## config.mk

```make
export PLATFORM = sky130hd
export DESIGN_NAME = seg_bank_writer
export DESIGN_NICKNAME = d
export VERILOG_FILES = /design/src/rtl/seg_bank_writer.sv
export SDC_FILE = /design/constraint.sdc
export NUM_CORES = 1
export LEC_CHECK = 0
export ABC_AREA = 1
export ABC_CLOCK_PERIOD_IN_PS = 3800
export BUFFER_PORTS_ARGS = -buffer_cell sky130_fd_sc_hd__buf_2
export CORE_ASPECT_RATIO = 0.75
export CORE_MARGIN = 3
export CORE_UTILIZATION = 30
export CTS_CLUSTER_DIAMETER = 100
export DETAILED_ROUTE_END_ITERATION = 8
export GPL_ROUTABILITY_DRIVEN = 0
export PLACE_DENSITY = 0.5
export SYNTH_ARGS = -nofsm -noshare
export SYNTH_HDL_FRONTEND = slang
export SYNTH_SLANG_ARGS = --single-unit
```

## constraint.sdc

```tcl
create_clock -name clk -period 3.8 [get_ports clk]
set_input_delay 0.57 -clock clk [delete_from_list [all_inputs] [get_ports clk]]
set_output_delay 0.57 -clock clk [all_outputs]
set_load 0.02 [all_outputs]
```

## src/rtl/seg_bank_writer.sv

```systemverilog
// seg_bank_writer: fills a shadow bank of segment patterns and commits it atomically to bank_out.
// Rev 1.0 -- optional marquee shift writes enabled by defining SHIFT_MODE_EN.
`default_nettype none

module seg_bank_writer #(
  parameter int                SLOTS = 5,
  parameter int                SEG_W = 7,
  parameter logic [SEG_W-1:0]  BLANK = {SEG_W{1'b0}},
  localparam int               PTR_W = (SLOTS > 1) ? $clog2(SLOTS) : 1
) (
  input  logic                     clk,
  input  logic                     rst_n,
  input  logic                     wr_valid,
  output logic                     wr_ready,
  input  logic [SEG_W-1:0]         wr_data,
  input  logic                     wr_last,
  input  logic                     clear,
`ifdef SHIFT_MODE_EN
  input  logic                     shift_mode,
`endif
  output logic [PTR_W-1:0]         wr_ptr,
  output logic [SLOTS*SEG_W-1:0]   bank_out,
  output logic                     bank_valid
);

  typedef enum logic [1:0] {
    FILL   = 2'd0,
    CLEAR  = 2'd1,
    COMMIT = 2'd2
  } state_t;

  localparam logic [PTR_W-1:0] LAST_SLOT = PTR_W'(SLOTS - 1);

  state_t                   state_q, state_d;
  logic [PTR_W-1:0]         ptr_q, ptr_d;
  logic [PTR_W-1:0]         cnt_q, cnt_d;
  logic [SEG_W-1:0]         shadow_q [SLOTS];
  logic [SEG_W-1:0]         shadow_d [SLOTS];
  logic [SLOTS*SEG_W-1:0]   bank_q, bank_d;
  logic                     valid_q, valid_d;
  logic                     wr_fire;
  logic                     shift_en;

`ifdef SHIFT_MODE_EN
  assign shift_en = shift_mode;
`else
  assign shift_en = 1'b0;
`endif

  // Ready is gated by rst_n so nothing is accepted while reset is held.
  assign wr_ready   = rst_n & (state_q == FILL) & ~clear;
  assign wr_fire    = wr_valid & wr_ready;
  assign wr_ptr     = ptr_q;
  assign bank_out   = bank_q;
  assign bank_valid = valid_q;

  always_comb begin
    state_d  = state_q;
    ptr_d    = ptr_q;
    cnt_d    = cnt_q;
    bank_d   = bank_q;
    valid_d  = 1'b0;
    shadow_d = shadow_q;

    case (state_q)
      FILL: begin
        if (clear) begin
          state_d = CLEAR;
          cnt_d   = '0;
        end else if (wr_fire) begin
          if (shift_en) begin
            for (int k = 0; k < SLOTS - 1; k++) begin
              shadow_d[k] = shadow_q[k+1];
            end
            shadow_d[SLOTS-1] = wr_data;
            ptr_d   = '0;
            state_d = COMMIT;
          end else begin
            shadow_d[ptr_q] = wr_data;
            ptr_d = (ptr_q == LAST_SLOT) ? '0 : ptr_q + PTR_W'(1);
            if (wr_last || (ptr_q == LAST_SLOT)) begin
              state_d = COMMIT;
            end
          end
        end
      end

      CLEAR: begin
        shadow_d[cnt_q] = BLANK;
        if (cnt_q == LAST_SLOT) begin
          cnt_d   = '0;
          state_d = COMMIT;
        end else begin
          cnt_d = cnt_q + PTR_W'(1);
        end
      end

      COMMIT: begin
        // Slot 0 occupies the most significant field of the bus.
        for (int k = 0; k < SLOTS; k++) begin
          bank_d[(SLOTS-1-k)*SEG_W +: SEG_W] = shadow_q[k];
        end
        valid_d = 1'b1;
        ptr_d   = '0;
        state_d = FILL;
      end

      default: begin
        state_d = FILL;
      end
    endcase
  end

  always_ff @(posedge clk) begin
    if (!rst_n) begin
      state_q <= FILL;
      ptr_q   <= '0;
      cnt_q   <= '0;
      bank_q  <= {SLOTS{BLANK}};
      valid_q <= 1'b0;
      for (int k = 0; k < SLOTS; k++) begin
        shadow_q[k] <= BLANK;
      end
    end else begin
      state_q  <= state_d;
      ptr_q    <= ptr_d;
      cnt_q    <= cnt_d;
      bank_q   <= bank_d;
      valid_q  <= valid_d;
      shadow_q <= shadow_d;
    end
  end

endmodule

`default_nettype wire

```

# Word-level counts from Yosys, hierarchy flattened
# Cells that the tools add are included.
# op_classes
addsub	2
bitwise_logic	8
n_eq_ne	10
n_mux	21
n_reduce_logical	10
n_lt_le_gt_ge	4
# op_table
operator	n
35-bit two-way mux	2
35-bit one-hot mux with 2 select lines	1
7-bit demux with 3-bit select	2
35-bit bitwise AND	1
35-bit bitwise mux	1
35-bit inverter	1
3-bit two-way mux	5
7-bit two-way mux	2
3-bit one-hot mux with 2 select lines	2
3-bit AND reduction	3
4-bit greater-or-equal comparator (second input constant)	2
4-bit by 1-bit < comparator with 1-bit output (second input constant)	2
2-bit two-way mux	4
2-bit inequality test (second input constant)	4
3-bit inverter with 4-bit output	2
3-bit by 1-bit adder with 3-bit output (second input constant)	2
3-bit equality test (second input constant)	2
2-bit one-hot mux with 2 select lines	1
2-bit nonzero test	2
1-bit bitwise AND	3
3-bit by 2-bit inequality test with 1-bit output (second input constant)	1
3-bit inequality test (second input constant)	1
2-bit by 1-bit equality test with 1-bit output (second input constant)	1
2-bit equality test (second input constant)	1
6 further kinds	7
# word_totals
out_inout_bits	40
in_bits	12
ff_bits	79
wordCells	65

# Logic depth before layout (Yosys ltp)
# logic_depth
word_depth	9
depth_mapped	10
mapped_depth_nobuf	8

# Least setup slack after synthesis
# OpenSTA, ideal clock, no wires.
# synth_path
path_type	input -> output
start	input port rst_n
end	output port wr_ready
path_stages	3
required_time_ns	3.230
arrival_ns	1.055
slack_ns	2.175
path_buffers	1
cell_sequence	buf_6 > inv_1 > nor2_1
# synth_between
elab_chain_cells	2
# synth_rtl
element	line_no	text
start: declaration	12	input logic rst_n,
1-bit bitwise AND (2 in a row)	51	assign wr_ready = rst_n & (state_q == FILL) & ~clear;
end: declaration	14	output logic wr_ready,
# No other way between the ends.

# Worst setup path after layout
# layout_path
start	register state_q[1]
end	register bank_q[4], in the netlist bank_out[4]
# layout_between
elab_chain_cells	1
# layout_rtl
element	line_no	text
start: declaration	34	state_t state_q, state_d;
start signal: assignment	125	state_q <= state_d;
2-bit equality test	65	case (state_q)
end signal: assignment	119	bank_q <= {SLOTS{BLANK}};
end signal: assignment	128	bank_q <= bank_d;
end: declaration	39	logic [SLOTS*SEG_W-1:0] bank_q, bank_d;
# No other way between the ends.
# A chain may end at the register's enable or synchronous reset.

==> results.json <==
{
  "area_growth_pct": 15.9,
  "routedWlPerCell_um": 13.2,
  "synthSimpleGateAreaFrac": 0.282,
  "fin_nets": 565,
  "period_needed_ns": 1.94,
  "cts_setup_buffers": 0,
  "seq_area_frac_synth": 0.438,
  "syn-num-nets": 525,
  "clock_latency_ns": 0.34,
  "yosys_warnings": 0,
  "initial_utilization": 0.309,
  "chipHeight_um": 101,
  "rsz0062_at_grt": "no",
  "cts_resized": 0,
  "grt_usage": 0.148,
  "finalClockSkew_ns": 0.00972,
  "drv_slew": 0,
  "cp-end-kind": "register",
  "synth_compound_area_frac": 0.158,
  "tightest_slew_ns": 0.740,
  "clockRootBuffer": "clkbuf_16",
  "yosysTopAreaCell": "dfxtp_1",
  "yosys.cell_types.count": 24,
  "drt_pass1_iterations": 4,
  "grt_max_degree": 73,
  "drc": 0,
  "slowest_stage": "nor2_4",
  "cts_hold_buf": 0,
  "drv_cap": 0,
  "worstHoldPathType": "register to register",
  "synth_commonest_cells": "96 x nand2_1, 80 x nor2_1, 79 x dfxtp_1, 73 x o21ai_0, 48 x nand3_1",
  "portBuffers": 51,
  "synthTopCellsByArea": "dfxtp_1 44%, o21ai_0 10%, nand2_1 10%",
  "leakage_nw": 2.02,
  "wirelength_mm": 9.48,
  "synthCells": 509,
  "synth-seq-cells": 79,
  "drive_gt1_frac": 0.150,
  "drt_iter0_drc": 239,
  "seq_area_mm2": 0.00158,
  "cts_tree": "done",
  "status": "finished clean",
  "design_area_mm2": 0.00419,
  "cp_max_fo": 38,
  "chipWidth_um": 133,
  "ant_nets": 0,
  "synth_xor_xnor_area_share": 0.00242,
  "die_area_mm2": 0.0134,
  "synth_top_family_by_area": "simple AND/OR/NAND/NOR gates",
  "slew-limit-headroom": 0.505,
  "clock_path_buffers": 2,
  "grt_antenna_before_repair": 0,
  "yosysMostFrequentCell": "nand2_1",
  "clock_sinks": 79,
  "cp_top_family": "simple AND/OR/NAND/NOR gates",
  "dpl-instance-area_mm2": 0.00390,
  "peakVddDrop_mv": 0.217,
  "grt_pass1_vias": 3063,
  "grt_overflow": 0,
  "grt_pass1_wl_mm": 15.8,
  "avgSynthCellArea_um2": 7.10,
  "startpoint_type": "register",
  "finalCritPeriodShare": 0.509,
  "synth_flop_cell": "dfxtp_1",
  "synth-edff-count": 0,
  "critPathKind": "register to register",
  "setup_viol": 0,
  "vias": 3336,
  "crit_buf_inv": 2,
  "arrival_ns": 2.20,
  "crit_required_ns": 4.07,
  "cpPeakStageDelay_ns": 0.59,
  "clk_pin_slew_ns": 0.06,
  "synth_area_mm2": 0.00361,
  "finalHoldViolations": 0,
  "path_cells": "inv_2, nor2_4, buf_4, o21ai_0, a21oi_1",
  "synth_top_area_frac": 0.438,
  "fmax_mhz": 517,
  "synthAdderAreaFrac": 0.0138,
  "synth.area.mux_share": 0,
  "dpl.hpwl_mm": 6.22,
  "cts_buffers": 9,
  "io_pins": 52,
  "row_count": 34,
  "synthArstFlopShare": 0,
  "htree_levels": 3,
  "core-area_mm2": 0.0117,
  "p_per_area_mw_per_mm2": 564,
  "multi_input_area_mm2": 0.00165,
  "nFillCells": 1249,
  "vias_per_cell": 4.66,
  "setup_tns_ns": 0,
  "antenna_cells": 0
}
layer usage:
layer / global-route usage / wire length [um]
met1: 0.210 / 4820
met5: 0 / 0
met3: 0.0409 / 468
met4: 0.0535 / 134
met2: 0.215 / 4050
report_power, final:
group          switching, mW  internal (mW)
Clock                  0.339          0.509
Sequential            0.0564          0.933
Combinational          0.372          0.150
Total                  0.768           1.59
path summary, 6_finish.rpt:
kind | from | endpoint | slack, ns | cells past startpoint
setup / recovery | state_q[1]$_SDFFE_PN0P_ | bank_out[4]$_SDFFE_PN0N_ | 1.86 | 5
hold / removal | shadow_q[20]$_SDFFE_PN0P_ | bank_out[20]$_SDFFE_PN0N_ | 0.47 | 2
setup reg to reg | state_q[1]$_SDFFE_PN0P_ | bank_out[4]$_SDFFE_PN0N_ | 1.86 | 5
hold reg to reg | shadow_q[20]$_SDFFE_PN0P_ | bank_out[20]$_SDFFE_PN0N_ | 0.47 | 2
cell type report:
class	count	area share
sequential	79	0.378
clock buffer	11	0.0556
timing repair buffer	54	0.0663
multi-input combinational	357	0.395
clock inverter	5	0.0140
inverter	48	0.0430
tap	162	0.0484
worst min-delay path, stage by stage, from the launching register on:
cell     delay [ns]
dfxtp_1        0.31
inv_1          0.06
a21oi_1        0.05
cell families after synthesis:
kind of cell | count (synthesis)
flops | 79
compound gates | 114
buf+inv | 73
simple gates | 238
xor+xnor | 1
fa+ha+maj | 4
placed cells by master, fill, tap and decap left out, types with 2 or more instances in the layout:
| cell type | count |
|---|---|
| ha_1 | 4 |
| buf_2 | 51 |
| inv_1 | 45 |
| clkbuf_1 | 2 |
| nor3_1 | 2 |
| clkinvlp_4 | 2 |
| a21oi_1 | 40 |
| inv_2 | 3 |
| nor2_1 | 80 |
| o21ai_0 | 73 |
| nand3_1 | 48 |
| nand2_1 | 96 |
| nand3_2 | 4 |
| dfxtp_1 | 79 |
| buf_4 | 3 |
| nor2_2 | 2 |
| nand2_2 | 2 |
| clkbuf_16 | 9 |
sequential cells by signal, indices dropped and copies added, names as in the netlist:
signal,count
state_q,2
bank_out,35
shadow_q,35
cnt_q,3
bank_valid,1
wr_ptr,3
through the flow:
| step | worst slack (ns) | hold WS [ns] | utilization | std cells | power [mW] |
|---|---|---|---|---|---|
| detailed placement | 1.86 | 0.464 | 0.333 | 700 | 1.53 |
| global route | 1.58 | 0.489 | 0.358 | 716 | 2.50 |
| finish | 1.86 | 0.466 | 0.358 | 716 | 2.36 |
| CTS | 1.83 | 0.472 | 0.358 | 716 | 2.39 |
| floorplan | 2.17 | 0.444 | - | 509 | 1.40 |
| global placement | 1.97 | 0.465 | 0.333 | 700 | 1.52 |
No activity file was read; power rests on OpenSTA's default activity.
